## config.mk

```make
export PLATFORM = sky130hd
export DESIGN_NAME = midi_voice_scheduler
export DESIGN_NICKNAME = d
export VERILOG_FILES = /design/src/rtl/midi_pkg.sv /design/src/rtl/midi_voice_stack.sv /design/src/rtl/midi_voice_scheduler.sv
export SDC_FILE = /design/constraint.sdc
export NUM_CORES = 1
export LEC_CHECK = 0
export BUFFER_PORTS_ARGS = -buffer_cell sky130_fd_sc_hd__buf_4
export CORE_ASPECT_RATIO = 0.9
export CORE_MARGIN = 2
export CORE_UTILIZATION = 61
export DETAILED_ROUTE_END_ITERATION = 8
export HOLD_SLACK_MARGIN = 0.15
export PLACE_DENSITY_LB_ADDON = 0.08
export SETUP_SLACK_MARGIN = 0.1
export SYNTH_ARGS = -nofsm -noshare
export SYNTH_HDL_FRONTEND = slang
export SYNTH_HIERARCHICAL = 1
export SYNTH_SLANG_ARGS = --single-unit
export TNS_END_PERCENT = 50
```

## constraint.sdc

```tcl
create_clock -name clk -period 5.5 [get_ports clk]
set_input_delay 0.275 -clock clk [delete_from_list [all_inputs] [get_ports clk]]
set_output_delay 0.275 -clock clk [all_outputs]
set_load 0.01 [all_outputs]
```

## src/rtl/midi_pkg.sv

```systemverilog
// Shared MIDI constants, parser states and stack opcodes for the voice scheduler.
// Kept in one package so the parser and the note stack agree on encodings.
package midi_pkg;

    localparam logic [3:0] NOTE_OFF = 4'h8;
    localparam logic [3:0] NOTE_ON  = 4'h9;
    localparam logic [3:0] CTRL     = 4'hB;

    localparam logic [6:0] CC_ALL_NOTES_OFF = 7'd123;
    localparam logic [6:0] CC_ALL_SOUND_OFF = 7'd120;

    typedef enum logic [1:0] {
        ST_IDLE,
        ST_IGNORE,
        ST_WAIT_D1,
        ST_WAIT_D2
    } parser_state_e;

    typedef enum logic [1:0] {
        OP_NOP,
        OP_PUSH,
        OP_REMOVE,
        OP_CLEAR
    } stack_op_e;

    // Status nibbles whose messages feed the note stack.
    function automatic logic is_voice_status(input logic [3:0] nib);
        return (nib == NOTE_OFF) || (nib == NOTE_ON) || (nib == CTRL);
    endfunction

endpackage

```

## src/rtl/midi_voice_stack.sv

```systemverilog
// Last-note-priority stack of held notes. Slot 0 is the oldest entry, slot count-1 the top;
// unused slots are kept at zero so shifting in from above naturally clears the vacated slot.
module midi_voice_stack
    import midi_pkg::*;
#(
    parameter int VOICES = 4
) (
    input  logic                        clk,
    input  logic                        rst_n,
    input  stack_op_e                   i_op,
    input  logic [6:0]                  i_note,
    input  logic [6:0]                  i_velocity,
    output logic [6:0]                  o_top_note,
    output logic [6:0]                  o_top_velocity,
    output logic [$clog2(VOICES+1)-1:0] o_count,
    output logic                        o_overflow
);

    localparam int CW = $clog2(VOICES + 1);
    localparam int IW = (VOICES > 1) ? $clog2(VOICES) : 1;

    logic [6:0]        r_note [VOICES];
    logic [6:0]        r_vel  [VOICES];
    logic [CW-1:0]     r_count;
    logic [6:0]        r_top_note;
    logic [6:0]        r_top_vel;
    logic              r_overflow;

    logic [VOICES-1:0] w_match;
    logic              w_hit;
    logic              w_full;
    logic              w_is_push;
    logic              w_is_remove;
    logic              w_is_clear;
    logic              w_do_shift;
    logic [IW-1:0]     w_hit_idx;
    logic [IW-1:0]     w_shift_idx;
    logic [CW-1:0]     w_base_count;
    logic [CW-1:0]     w_count_next;
    logic [6:0]        w_note_next [VOICES];
    logic [6:0]        w_vel_next  [VOICES];
    logic [6:0]        w_top_note_next;
    logic [6:0]        w_top_vel_next;
    logic              w_overflow_next;

    assign w_is_push   = (i_op == OP_PUSH);
    assign w_is_remove = (i_op == OP_REMOVE);
    assign w_is_clear  = (i_op == OP_CLEAR);

    generate
        for (genvar gi = 0; gi < VOICES; gi++) begin : g_match
            assign w_match[gi] = (CW'(gi) < r_count) && (r_note[gi] == i_note);
        end
    endgenerate

    // The stack never holds duplicates, so at most one match bit is set.
    always_comb begin
        w_hit_idx = '0;
        for (int i = 0; i < VOICES; i++) begin
            if (w_match[i]) begin
                w_hit_idx = IW'(i);
            end
        end
    end

    assign w_hit  = |w_match;
    assign w_full = (r_count == CW'(VOICES));

    // A hit (push or remove) closes the gap at the hit slot; a full-stack miss evicts slot 0.
    assign w_do_shift   = (w_is_push && (w_hit || w_full)) || (w_is_remove && w_hit);
    assign w_shift_idx  = w_hit ? w_hit_idx : '0;
    assign w_base_count = w_do_shift ? (r_count - CW'(1)) : r_count;

    generate
        for (genvar gi = 0; gi < VOICES; gi++) begin : g_slot
            logic [6:0] w_up_note;
            logic [6:0] w_up_vel;
            logic [6:0] w_sh_note;
            logic [6:0] w_sh_vel;

            if (gi == VOICES - 1) begin : g_top_slot
                assign w_up_note = '0;
                assign w_up_vel  = '0;
            end else begin : g_inner_slot
                assign w_up_note = r_note[gi+1];
                assign w_up_vel  = r_vel[gi+1];
            end

            assign w_sh_note = (w_do_shift && (IW'(gi) >= w_shift_idx)) ? w_up_note : r_note[gi];
            assign w_sh_vel  = (w_do_shift && (IW'(gi) >= w_shift_idx)) ? w_up_vel  : r_vel[gi];

            always_comb begin
                w_note_next[gi] = w_sh_note;
                w_vel_next[gi]  = w_sh_vel;
                if (w_is_clear) begin
                    w_note_next[gi] = '0;
                    w_vel_next[gi]  = '0;
                end else if (w_is_push && (CW'(gi) == w_base_count)) begin
                    w_note_next[gi] = i_note;
                    w_vel_next[gi]  = i_velocity;
                end
            end
        end
    endgenerate

    always_comb begin
        w_count_next = r_count;
        unique case (i_op)
            OP_CLEAR:  w_count_next = '0;
            OP_PUSH:   w_count_next = w_base_count + CW'(1);
            OP_REMOVE: w_count_next = w_base_count;
            default:   w_count_next = r_count;
        endcase
    end

    assign w_overflow_next = w_is_push && !w_hit && w_full;

    // Top entry is looked up from the next state so the outputs stay fully registered.
    always_comb begin
        w_top_note_next = '0;
        w_top_vel_next  = '0;
        for (int i = 0; i < VOICES; i++) begin
            if (CW'(i + 1) == w_count_next) begin
                w_top_note_next = w_note_next[i];
                w_top_vel_next  = w_vel_next[i];
            end
        end
    end

    always_ff @(posedge clk or negedge rst_n) begin
        if (!rst_n) begin
            for (int i = 0; i < VOICES; i++) begin
                r_note[i] <= '0;
                r_vel[i]  <= '0;
            end
            r_count    <= '0;
            r_top_note <= '0;
            r_top_vel  <= '0;
            r_overflow <= 1'b0;
        end else begin
            for (int i = 0; i < VOICES; i++) begin
                r_note[i] <= w_note_next[i];
                r_vel[i]  <= w_vel_next[i];
            end
            r_count    <= w_count_next;
            r_top_note <= w_top_note_next;
            r_top_vel  <= w_top_vel_next;
            r_overflow <= w_overflow_next;
        end
    end

    assign o_top_note     = r_top_note;
    assign o_top_velocity = r_top_vel;
    assign o_count        = r_count;
    assign o_overflow     = r_overflow;

endmodule

```

## src/rtl/midi_voice_scheduler.sv

```systemverilog
// MIDI channel-voice parser with running status driving a last-note-priority voice stack.
// Outputs the single sounding note, its velocity and gate, all registered.
module midi_voice_scheduler
    import midi_pkg::*;
#(
    parameter int VOICES  = 4,
    parameter int CHANNEL = 0,
    parameter int OMNI    = 0
) (
    input  logic                        clk,
    input  logic                        rst_n,
    input  logic [7:0]                  rx_data,
    input  logic                        rx_valid,
    input  logic                        panic,
    output logic                        gate,
    output logic [6:0]                  note,
    output logic [6:0]                  velocity,
    output logic [$clog2(VOICES+1)-1:0] voice_count,
    output logic                        overflow,
    output logic [7:0]                  led_out
);

    localparam logic [3:0] CH = 4'(CHANNEL);

    parser_state_e r_state;
    parser_state_e w_state_next;
    logic [3:0]    r_status;
    logic [3:0]    w_status_next;
    logic [6:0]    r_d1;
    logic [6:0]    w_d1_next;
    stack_op_e     w_event_op;
    stack_op_e     w_stack_op;
    logic          w_chan_ok;

    assign w_chan_ok = (OMNI != 0) || (rx_data[3:0] == CH);

    always_ff @(posedge clk or negedge rst_n) begin
        if (!rst_n) begin
            r_state  <= ST_IDLE;
            r_status <= '0;
            r_d1     <= '0;
        end else begin
            r_state  <= w_state_next;
            r_status <= w_status_next;
            r_d1     <= w_d1_next;
        end
    end

    always_comb begin
        w_state_next  = r_state;
        w_status_next = r_status;
        w_d1_next     = r_d1;
        w_event_op    = OP_NOP;
        if (rx_valid) begin
            if (rx_data[7]) begin
                // Realtime bytes (F8..FF) fall through untouched so a partial message survives.
                if (rx_data < 8'hF8) begin
                    if (rx_data >= 8'hF0) begin
                        w_state_next  = ST_IDLE;
                        w_status_next = '0;
                    end else if (is_voice_status(rx_data[7:4]) && w_chan_ok) begin
                        w_state_next  = ST_WAIT_D1;
                        w_status_next = rx_data[7:4];
                    end else begin
                        w_state_next  = ST_IGNORE;
                        w_status_next = '0;
                    end
                end
            end else begin
                unique case (r_state)
                    ST_WAIT_D1: begin
                        w_d1_next    = rx_data[6:0];
                        w_state_next = ST_WAIT_D2;
                    end
                    ST_WAIT_D2: begin
                        w_state_next = ST_WAIT_D1;
                        if (r_status == NOTE_ON) begin
                            w_event_op = (rx_data[6:0] != 7'd0) ? OP_PUSH : OP_REMOVE;
                        end else if (r_status == NOTE_OFF) begin
                            w_event_op = OP_REMOVE;
                        end else if ((r_status == CTRL) &&
                                     ((r_d1 == CC_ALL_NOTES_OFF) || (r_d1 == CC_ALL_SOUND_OFF))) begin
                            w_event_op = OP_CLEAR;
                        end
                    end
                    default: ;
                endcase
            end
        end
    end

    // Panic overrides whatever event the parser produced this cycle.
    assign w_stack_op = panic ? OP_CLEAR : w_event_op;

    midi_voice_stack #(
        .VOICES(VOICES)
    ) u_stack (
        .clk            (clk),
        .rst_n          (rst_n),
        .i_op           (w_stack_op),
        .i_note         (r_d1),
        .i_velocity     (rx_data[6:0]),
        .o_top_note     (note),
        .o_top_velocity (velocity),
        .o_count        (voice_count),
        .o_overflow     (overflow)
    );

    assign gate    = (voice_count != '0);
    assign led_out = {gate, note};

endmodule

```

==> summary.md, run 1 <==
| Metric | Value |
|---|---|
| Status | finished, final reports clean |
| Initial antenna violation count | 0 |
| Fin. max-slew vios | 0 |
| Clock transition at path regs | ~0.09 ns |
| Max-cap violations | 0 |
| #FFs+latches synth | just under 90 |
| FF-to-FF setup slack | approximately 0.50 ns |
| DRC | 0 |
| Root buffer cell | clkbuf_8 |
| Worst-skew pair later-pin latency | about 0.37 ns |
| Vias in the first global route | roughly 4300 |
| Pwr Density | approximately 500 nW/um^2 |
| FFs w/ async S/R, synth | 100.0% |
| Syn Area/Cell | a little over 10 sq um |
| Setup TNS | 0 ns |
| Setup Fix Bufs, Post-CTS | 0 |
| CTS Sinks | 87 |
| Worst Clk Skew | roughly 0.013 ns |
| Worst VDD drop | 0.2543 mV |
| Largest cells by area after synthesis | dfrtp_1 39%, mux2_2 5.9%, mux2i_1 5.0% |
| GPL Wtd Cong | slightly above 0.9 |
| Pin count of the biggest net entering global routing | 60 |
| Buf+Inv Stages, Crit Path | 3 |
| Post-CTS resize count | 0 |
| RSZ-0062 raised after global routing | false |
| Critical Path Sink | u_stack/o_top_note[6] |
| Worst min-delay path category | input port to flip-flop |
| Syn Std Cell Area | 5565 sq um |
| Synthesized instance count | roughly 550 |
| Largest delay contributor family on the critical path | simple AND/OR/NAND/NOR gates |
| Number of synthesized flops with an enable pin | 0 |
| # port buffers | 38 |
| Cell row count | 33 |
| Die X | 104.7 um |
| Register area share after synthesis | between 30% and 40% |
| Congestion Overflow GR | 0 |
| Finished Layout Cells | 700 |
| Critical Path End Type | flip-flop |
| Initial Utilization | 61.83% |
| Period utilisation layout | 90.96% |
| RR Endpoint | u_stack/o_top_note[6] |
| Slowest cell on crit path | nor3_2 |
| Post-synthesis cell type count | 60 |
| Slew margin rel. | between 20% and 30% |
| Die Footprint | 9905 sq um |
| Drt wl/cell | about 21 um |
| I/O pins | 39 |
| Path depth of the worst reg2reg path | 18 |
| Diodes inserted | 0 |
| CP max stage delay | around 0.66 ns |
| WL final | about 14 mm |
| Synth Flop Type | dfrtp_1 |
| Fmax | between 0.15 and 0.2 GHz |
| Tmin final | roughly 5 ns |
| Hpwl dp | roughly 9.8 mm |
| Synth area leader | dfrtp_1 |
| Crit path arrival time | between 5 and 6 ns |
| Die H | 94.62 um |
| Crit path cell chain | xor2_1 > nor4_2 > a31oi_1 > o41ai_1 > buf_4 > and2b_1 > nand3_1 > a21oi_1 > buf_4 > nand2_1 > xnor2_1 > ha_1 > nand2b_1 > o21ai_2 > nor3_2 > buf_4 > a2111oi_0 > a221oi_1 |
| Drt via density | between 6 and 7 |
| Worst-Margin Slew | 1.104 ns |
| Hold path cells | 2 |
| Endpoints failing hold | 0 |
| Mapped Nets | 571 |
| CTS H-tree lvls | 3 |
| Core region area | about 9000 sq um |
| Setup violations, final | 0 |
| CTS max path bufs | 2 |
| Area Growth Syn to Fin | 9.038% |
| First-pass GRT wire length | around 23 mm |
| WS Path Type | flip-flop to flip-flop |
| Routed Antenna Nets | 0 |
| CTS Buf Count | 9 |
| Dpl cells | about 680 |
| CP Depth | 18 |
| Startpoint type of the worst setup path | flip-flop |
| Global-route usage over all layers | approximately 30% |
| Drt pass-1 iters | 6 |
| Layout Nets | 593 |
| CTS tree | yes |
| Critical path peak fanout | 15 |
| Top cell by count, worst path | buf_4 |
| DR iter-0 viols | about 300 |
| Layout cells sized above 1 | around 26% |
| Leakage power | 3.161 nW |
| Core Util, Final | 67.42% |
| Worst Path Required | ~5.8 ns |
| Worst r2r src | r_d1[1] |
| Vias | approximately 4400 |
| Synth warn | 6 |
| Worst setup path startpoint | r_d1[1] |
| Share of the synthesized area in the top cell type | around 39% |
## state kept, by name, summed over array words and instances (netlist names)
name	count
r_d1	7
r_state	2
r_status	4
u_stack/g_slot.w_up_note	21
u_stack/g_slot.w_up_vel	21
u_stack/o_count	3
u_stack/o_overflow	1
u_stack/o_top_note	7
u_stack/o_top_velocity	7
u_stack/r_note	7
u_stack/r_vel	7
## cells in the mapped netlist, drive strengths merged, types with 7 or more instances
cell and n:
a2111oi 16, a21o 15, a21oi 8, a221oi 14
and2 19, buf 33, clkbuf 12, dfrtp 87
ha 7, inv 37, mux2 50, mux2i 28
nand2 55, nand3 7, nor2 47, o21ai 32
xor2 28
## area by class of cell
| cell class | instances | area (sq um) |
|---|---|---|
| multi-input combinational | 383 | 2975 |
| fill | 716 | 2933 |
| sequential | 87 | 2177 |
| timing repair buffer | 56 | 422.9 |
| tap | 122 | 152.6 |
| inverter | 37 | 138.9 |
| clock buffer | 9 | 123.9 |
| clock inverter | 6 | 77.57 |
## routing by layer
layer / global-route usage [%] / up-vias / share of wire, % / wire, um
li1: - / 1958 / - / -
met1: 41.34 / 2173 / 44 / 6263
met2: 49.67 / 195 / 48 / 6876
met3: 5.383 / 39 / 6.2 / 888
met4: 11.89 / 0 / 2.4 / 342
met5: 0 / - / 0 / 0
## power breakdown
part           internal [mW]  total (mW)  leakage, nW  switching (mW)
sequential             0.794       0.916         1.19           0.122
clock                  0.216       0.463       0.0997           0.247
combinational          0.716        1.68         1.87           0.963
total                   1.73        3.06         3.16            1.33
## placed cells by master (no fill, tap or decap), types with 3 or more instances in the layout
| cell type | n |
|---|---|
| nor4_1 | 3 |
| xor2_1 | 27 |
| nand2_1 | 55 |
| a21oi_1 | 7 |
| clkbuf_8 | 9 |
| mux2_4 | 17 |
| a2111oi_2 | 10 |
| a2111oi_0 | 4 |
| a221oi_1 | 9 |
| nand3_1 | 7 |
| a21o_1 | 15 |
| buf_4 | 55 |
| mux2i_1 | 28 |
| ha_1 | 7 |
| mux2_2 | 29 |
| and3_1 | 5 |
| a221oi_2 | 5 |
| o21ai_0 | 31 |
| dfrtp_1 | 87 |
| nand4_1 | 4 |
| mux2_1 | 4 |
| inv_1 | 37 |
| xnor2_1 | 4 |
| nor4_2 | 3 |
| and2_1 | 18 |
| nand2b_1 | 4 |
| nor2_2 | 3 |
| or3_1 | 3 |
| nor2_1 | 44 |
## kinds of logic after synthesis
logic type / synth area share [%]
AO/OA/AOI/OAI: 15.54
XOR/XNOR: 5.171
adder cells (fa/ha/maj): 1.574
buffers and inverters: 7.644
flip-flops: 39.12
AND/OR/NAND/NOR: 14.66
multiplexers: 16.30
## stage by stage
step / power [mW] / hold WS (ns) / setup slack [ns] / cell area (sq um)
2_1_floorplan: 2.106 / -0.02059 / 1.119 / 5565
3_3_place_gp: 2.528 / 0.2186 / 0.8911 / 5857
3_5_place_dp: 2.558 / 0.2194 / 0.6356 / 5857
4_1_cts: 3.034 / 0.1988 / 0.5755 / 6068
5_1_grt: 3.224 / 0.2241 / 0.1574 / 6068
6_report: 3.058 / 0.2146 / 0.4972 / 6068
## timing repair
action | in CTS | in global routing
setup endpoints to repair | 0 | 0
endpoints found under the hold margin | 28 | 0
hold buffers | 1 | 0
## worst min path at each step
stage                           from                              to  slack (ns)
after global routing      rx_data[6]                         r_d1[6]        0.22
after global placement         rst_n  u_stack/g_slot[1].w_up_note[4]        0.22
final                     rx_data[6]                         r_d1[6]        0.21
after floorplan                rst_n                         r_d1[0]       -0.02
after CTS                 rx_data[6]                         r_d1[6]        0.20
after detailed placement       rst_n  u_stack/g_slot[1].w_up_note[4]        0.22
No activity file was read; power rests on OpenSTA's default activity.
==> inputs of run 2 (changes only) <==
--- a/config.mk
+++ b/config.mk
@@ -5,9 +5,8 @@
 export SDC_FILE = /design/constraint.sdc
 export NUM_CORES = 1
 export LEC_CHECK = 0
-export BUFFER_PORTS_ARGS = -buffer_cell sky130_fd_sc_hd__buf_4
+export BUFFER_PORTS_ARGS = -buffer_cell sky130_fd_sc_hd__clkbuf_2
 export CORE_ASPECT_RATIO = 0.9
-export CORE_MARGIN = 2
 export CORE_UTILIZATION = 61
 export DETAILED_ROUTE_END_ITERATION = 8
 export HOLD_SLACK_MARGIN = 0.15
==> run 2 against run 1 <==
Clock-buffer cell count up 2. Final cell count decreased by 0.71%. Via count is 0.71% lower. Routed wire length fell by 1.0%. Register-to-register slack worse by 0.17 ns. Non-clock buffer count down 3. Worst hold slack better by 0.062 ns. Utilization rose by 0.96 points. Critical path depth unchanged. Global-route usage rose by 1.8 points. Largest power group unchanged. Highest routed layer unchanged.
==> summary.md, run 2 (synthesized netlist as in run 1, its figures left out) <==
| Metric | Value |
|---|---|
| Status | finished, final reports clean (unchanged) |
| Pin count of the biggest net entering global routing | 69 (was 60) |
| Clock transition at path regs | 0.09 ns (about the same) |
| Slew margin rel. | 24.42% (was 26.26%) |
| Hpwl dp | 9.620 mm (was 9.844 mm) |
| Routed Antenna Nets | 0 (unchanged) |
| # port buffers | 38 (unchanged) |
| Layout Nets | 590 (was 593) |
| Max-cap violations | 0 (unchanged) |
| Worst-skew pair later-pin latency | 0.36 ns (was 0.37 ns) |
| Leading cell type in the layout, fill and taps excluded | dfrtp_1 (unchanged) |
| Vias | 4334 (was 4365) |
| Area Growth Syn to Fin | 7.239% (was 9.038%) |
| Worst-Margin Slew | 1.131 ns (was 1.104 ns) |
| Root buffer cell | clkbuf_8 (unchanged) |
| Endpoints failing hold | 0 (unchanged) |
| Initial antenna violation count | 0 (unchanged) |
| Worst min-delay path category | input port to flip-flop (unchanged) |
| Worst Clk Skew | 0.009848 ns (was 0.01275 ns) |
| Critical Path End Type | flip-flop (unchanged) |
| Setup ws final | 0.3262 ns (was 0.4972 ns) |
| CTS Sinks | 87 (unchanged) |
| Tmin final | 5.174 ns (was 5.003 ns) |
| Worst VDD drop | 0.2610 mV (was 0.2543 mV) |
| CTS tree | yes (unchanged) |
| Core Util, Final | 68.38% (was 67.42%) |
| Initial Utilization | 63.76% (was 61.83%) |
| Pwr Density | 504.4 nW/um^2 (was 503.9 nW/um^2) |
| Layout cells sized above 1 | 25.52% (was 25.78%) |
| Period utilisation layout | 94.07% (was 90.96%) |
| Worst Path Required | 5.75 ns (was 5.76 ns) |
| Most frequent cells in the layout | 87 x dfrtp_1, 55 x nand2_1, 44 x nor2_1 (was 87 x dfrtp_1, 55 x nand2_1, 55 x buf_4) |
| I/O pins | 39 (unchanged) |
| Setup violations, final | 0 (unchanged) |
| Critical path peak fanout | 15 (unchanged) |
| Cell row count | 32 (was 33) |
| Die Footprint | 9510 sq um (was 9905 sq um) |
| Core region area | 8728 sq um (was 9001 sq um) |
| Final hold slack | 0.2762 ns (was 0.2146 ns) |
| Drt pass-1 iters | 5 (was 6) |
| Leakage power | 3.128 nW (was 3.161 nW) |
| DRC | 0 (unchanged) |
| GPL Wtd Cong | 0.9017 (was 0.9055) |
| Diodes inserted | 0 (unchanged) |
| Drt via density | 6.236 (about the same) |
| CTS H-tree lvls | 3 (unchanged) |
| Fin. max-slew vios | 0 (unchanged) |
| Die H | 92.62 um (was 94.62 um) |
| WS Path Type | flip-flop to flip-flop (unchanged) |
| Fmax | 0.1933 GHz (was 0.1999 GHz) |
| Setup Fix Bufs, Post-CTS | 0 (unchanged) |
| Setup TNS | 0 ns (unchanged) |
| RSZ-0062 raised after global routing | false (unchanged) |
| Drt wl/cell | 20.47 um (was 20.53 um) |
| CTS Buf Count | 9 (unchanged) |
| Die X | 102.7 um (was 104.7 um) |
| First-pass GRT wire length | 22.80 mm (was 23.19 mm) |
| WL final | 14.23 mm (was 14.37 mm) |
| Vias in the first global route | 4274 (was 4285) |
| DR iter-0 viols | 313 (was 309) |
| Pre-CTS setup slack | 0.2608 ns (was 0.6356 ns) |
| CTS max path bufs | 2 (unchanged) |
| Global-route usage over all layers | 32.41% (was 30.56%) |
| Crit path arrival time | 5.42 ns (was 5.27 ns) |
| Startpoint type of the worst setup path | flip-flop (unchanged) |
| Congestion Overflow GR | 0 (unchanged) |
## run 2: power by group
part / internal, mW / switching (mW) / leakage, nW
Sequential: 0.793 / 0.123 / 1.19
Combinational: 0.664 / 0.960 / 1.83
Clock: 0.238 / 0.232 / 0.106
Total: 1.70 / 1.32 / 3.13
## run 2: per-layer routing
metal  wire [um]  track usage [%]  up-vias  share of wire [%]
met5           0                0        -                  0
met4         291            10.12        0                2.0
met3        1096            6.264       28                7.7
met2        6498            49.00      212                 46
met1        6341            46.74     2136                 45
li1            -                -     1958                  -
## run 2: stage by stage
step                area, sq um  cells  power [mW]
detailed placement         5738    678       2.508
global placement           5738    678       2.478
global route               5968    695       3.183
CTS                        5963    695       2.993
finish                     5968    695       3.011
floorplan                  5565    552       2.106
## run 2: worst max-delay path, stage by stage, from the launching register on
cell and delay (ns):
dfrtp_1 0.54, xor2_1 0.23, nor4_2 0.39, a31oi_1 0.08, o41ai_1 0.32, buf_4 0.24, and2b_1 0.25, nand3_1 0.20
a21oi_1 0.35, buf_4 0.31, nand2_1 0.09, xnor2_1 0.13, ha_1 0.28, nand2b_1 0.16, o221ai_2 0.41, nor2_4 0.46
buf_4 0.31, a2111oi_2 0.07, a221oi_1 0.24
## run 2: final timing paths
kind / from / cells past startpoint / endpoint / slack [ns]
setup / recovery: r_d1[1] / 18 / u_stack/o_top_velocity[0] / 0.33
hold / removal: rx_valid / 4 / r_state[0] / 0.28
setup reg to reg: r_d1[1] / 18 / u_stack/o_top_velocity[0] / 0.33
hold reg to reg: r_status[2] / 1 / r_status[2] / 0.48
max in group asynchronous: rst_n / 3 / u_stack/o_count[0] / 4.05
min in group asynchronous: rst_n / 2 / u_stack/g_slot[2].w_up_note[4] / 0.32
## run 2: cell type report
| cell class | count | area [sq um] |
|---|---|---|
| tap | 119 | 148.9 |
| multi-input combinational | 383 | 2980 |
| inverter | 37 | 138.9 |
| clock inverter | 5 | 63.81 |
| sequential | 87 | 2177 |
| clock buffer | 11 | 151.4 |
| fill | 717 | 2760 |
| timing repair buffer | 53 | 307.8 |
## run 2: repair_timing
| action | 4_1_cts | 5_1_grt |
|---|---|---|
| endpoints found under the hold margin | 19 | 0 |
| resized for setup | 0 | 1 |
| hold buffers | 1 | 0 |
| endpoints found under the setup margin | 0 | 6 |
==> inputs of run 3 (changes only) <==
--- a/config.mk
+++ b/config.mk
@@ -6,7 +6,6 @@
 export NUM_CORES = 1
 export LEC_CHECK = 0
 export BUFFER_PORTS_ARGS = -buffer_cell sky130_fd_sc_hd__clkbuf_2
-export CORE_ASPECT_RATIO = 0.9
 export CORE_UTILIZATION = 61
 export DETAILED_ROUTE_END_ITERATION = 8
 export HOLD_SLACK_MARGIN = 0.15
==> run 3 against run 2 <==
Critical path depth did not move. Final cell count fell by 1.6%. Utilization down 0.57 points. Critical endpoint is now u_stack/o_top_note[6].
==> summary.md, run 3 (synthesized netlist as in run 1, its figures left out) <==
| Metric | Value |
|---|---|
| Crit path cell chain | xor2_1 > nor4_2 > a31oi_1 > o41ai_1 > buf_4 > and2b_1 > nand3_1 > a21oi_1 > buf_4 > nand2_1 > xnor2_1 > ha_1 > nand2b_1 > o21ai_2 > nor3_2 > buf_4 > a2111oi_0 > a221oi_1 (was xor2_1 > nor4_2 > a31oi_1 > o41ai_1 > buf_4 > and2b_1 > nand3_1 > a21oi_1 > buf_4 > nand2_1 > xnor2_1 > ha_1 > nand2b_1 > o221ai_2 > nor2_4 > buf_4 > a2111oi_2 > a221oi_1) |
| Leakage power | 3.123 nW (was 3.128 nW) |
| Worst VDD drop | 0.2604 mV (was 0.2610 mV) |
| Cell row count | 34 (was 32) |
| DR iter-0 viols | 282 (was 313) |
| CTS Buf Count | 9 (unchanged) |
| Setup TNS | 0 ns (unchanged) |
| WS Path Type | flip-flop to flip-flop (unchanged) |
| Sw Share | 43.47% (was 43.69%) |
| Tmin final | 4.995 ns (was 5.174 ns) |
| Period utilisation layout | 90.82% (was 94.07%) |
| Worst-Margin Slew | 1.132 ns (was 1.131 ns) |
| Max-cap violations | 0 (unchanged) |
| Worst-skew pair later-pin latency | 0.36 ns (about the same) |
| Crit path arrival time | 5.24 ns (was 5.42 ns) |
| Layout Nets | 590 (unchanged) |
| Slowest cell on crit path | nor3_2 (was dfrtp_1) |
| Status | finished, final reports clean (unchanged) |
| Fin. max-slew vios | 0 (unchanged) |
| Critical Path End Type | flip-flop (unchanged) |
| Drt wl/cell | 20.31 um (was 20.47 um) |
| CP max stage delay | 0.57 ns (was 0.54 ns) |
| Comb pwr share | 53.5% (was 54.0%) |
| Worst Path Required | 5.75 ns (about the same) |
| Sequential share of power | 30.7% (was 30.4%) |
| Clock power share | 15.8% (was 15.6%) |
| DRC | 0 (unchanged) |
| Die Footprint | 9509 sq um (was 9510 sq um) |
| RSZ-0062 raised after global routing | false (unchanged) |
| Pin count of the biggest net entering global routing | 63 (was 69) |
| WL final | 13.90 mm (was 14.23 mm) |
| Global-route usage over all layers | 30.43% (was 32.41%) |
| Vias | 4255 (was 4334) |
| CTS H-tree lvls | 3 (unchanged) |
| Drt via density | 6.221 (was 6.236) |
| Filler cells | 695 (was 717) |
| Core Util, Final | 67.80% (was 68.38%) |
| Setup Fix Bufs, Post-CTS | 0 (unchanged) |
| CTS tree | yes (unchanged) |
| Die H | 97.52 um (was 92.62 um) |
| Root buffer cell | clkbuf_8 (unchanged) |
| # port buffers | 38 (unchanged) |
| Fmax | 0.2002 GHz (was 0.1933 GHz) |
| Startpoint type of the worst setup path | flip-flop (unchanged) |
| Area Growth Syn to Fin | 6.767% (was 7.239%) |
| CTS Sinks | 87 (unchanged) |
| Top cell by count, worst path | buf_4 (unchanged) |
| Pwr Density | 501.1 nW/um^2 (was 504.4 nW/um^2) |
| Clock transition at path regs | 0.10 ns (was 0.09 ns) |
| Initial antenna violation count | 0 (unchanged) |
| I/O pins | 39 (unchanged) |
| Diodes inserted | 0 (unchanged) |
| Congestion Overflow GR | 0 (unchanged) |
| Drt pass-1 iters | 5 (unchanged) |
| Setup violations, final | 0 (unchanged) |
| Routed Antenna Nets | 0 (unchanged) |
| Worst min-delay path category | input port to flip-flop (unchanged) |
| Vias in the first global route | 4154 (was 4274) |
| Endpoints failing hold | 0 (unchanged) |
| First-pass GRT wire length | 22.22 mm (was 22.80 mm) |
| Die X | 97.52 um (was 102.7 um) |
| Initial Utilization | 63.51% (was 63.76%) |
| Leading cell type in the layout, fill and taps excluded | dfrtp_1 (unchanged) |
| Layout cells sized above 1 | 25.52% (unchanged) |
| Internal Power | 1.683 mW (was 1.695 mW) |
| Most frequent cells in the layout | 87 x dfrtp_1, 55 x nand2_1, 44 x nor2_1 (unchanged) |
| GPL Wtd Cong | 0.9351 (was 0.9017) |
| Slew margin rel. | 24.41% (was 24.42%) |
| Hpwl dp | 9.625 mm (was 9.620 mm) |
| CTS max path bufs | 2 (unchanged) |
| Critical path peak fanout | 15 (unchanged) |
| Worst Clk Skew | 0.01452 ns (was 0.009848 ns) |
| NetSw | 1.294 mW (was 1.315 mW) |
| Core region area | 8763 sq um (was 8728 sq um) |
==> run 3: what timing repair did <==
| item | 4_1_cts | 5_1_grt |
|---|---|---|
| setup endpoints to repair | 0 | 1 |
| resized for setup | 0 | 1 |
| hold buffers | 1 | 0 |
| endpoints found under the hold margin | 25 | 0 |
==> run 3: stage by stage <==
step / instance area (sq um) / worst slack (ns) / hold slack [ns] / power [mW] / cells
after global routing: 5942 / 0.2321 / 0.2961 / 3.152 / 684
after detailed placement: 5724 / 0.5564 / 0.2111 / 2.492 / 667
after floorplan: 5565 / 1.119 / -0.02059 / 2.106 / 552
after global placement: 5724 / 0.7880 / 0.2088 / 2.460 / 667
final: 5942 / 0.5050 / 0.2683 / 2.977 / 684
after CTS: 5941 / 0.5175 / 0.2618 / 2.965 / 684
==> run 3: power by group through the flow <==
stage	combinational, mW	clock [mW]	sequential [mW]
final	1.59	0.470	0.915
after global routing	1.72	0.500	0.933
after CTS	1.57	0.477	0.913
after detailed placement	1.57	0	0.927
after global placement	1.54	0	0.919
after floorplan	1.21	0	0.897
==> run 3: cell type report <==
class | instances | area (sq um) | share of cell area (%)
tap | 108 | 135.1 | 2.274
multi-input combinational | 383 | 2977 | 50.09
sequential | 87 | 2177 | 36.64
clock inverter | 5 | 65.06 | 1.095
timing repair buffer | 53 | 307.8 | 5.180
clock buffer | 11 | 141.4 | 2.379
inverter | 37 | 138.9 | 2.337
==> run 3: worst paths after layout <==
kind,startpoint,to,slack (ns),cells after the start
min in group asynchronous,rst_n,u_stack/o_top_note[2],0.35,2
min reg2reg,r_status[2],r_status[2],0.49,1
max reg2reg,r_d1[1],u_stack/o_top_note[6],0.51,18
min,rx_valid,r_state[0],0.27,4
max in group asynchronous,rst_n,u_stack/o_top_velocity[6],4.04,3
max,r_d1[1],u_stack/o_top_note[6],0.51,18
==> run 3: critical path: cells and delay by family, from the launching register on <==
kind | cells | cell delay, ns
simple gates | 6 | 1.59
compound gates | 6 | 1.24
buf+inv | 3 | 0.88
flops | 1 | 0.53
xor+xnor | 2 | 0.36
fa+ha+maj | 1 | 0.27
==> run 3: per-layer routing <==
layer / track usage (%) / part of all wire [%] / vias up
met4: 11.99 / 2.5 / 0
met2: 49.49 / 48 / 193
met5: 0 / 0 / -
li1: - / - / 1951
met3: 4.748 / 6.5 / 33
met1: 40.79 / 43 / 2078
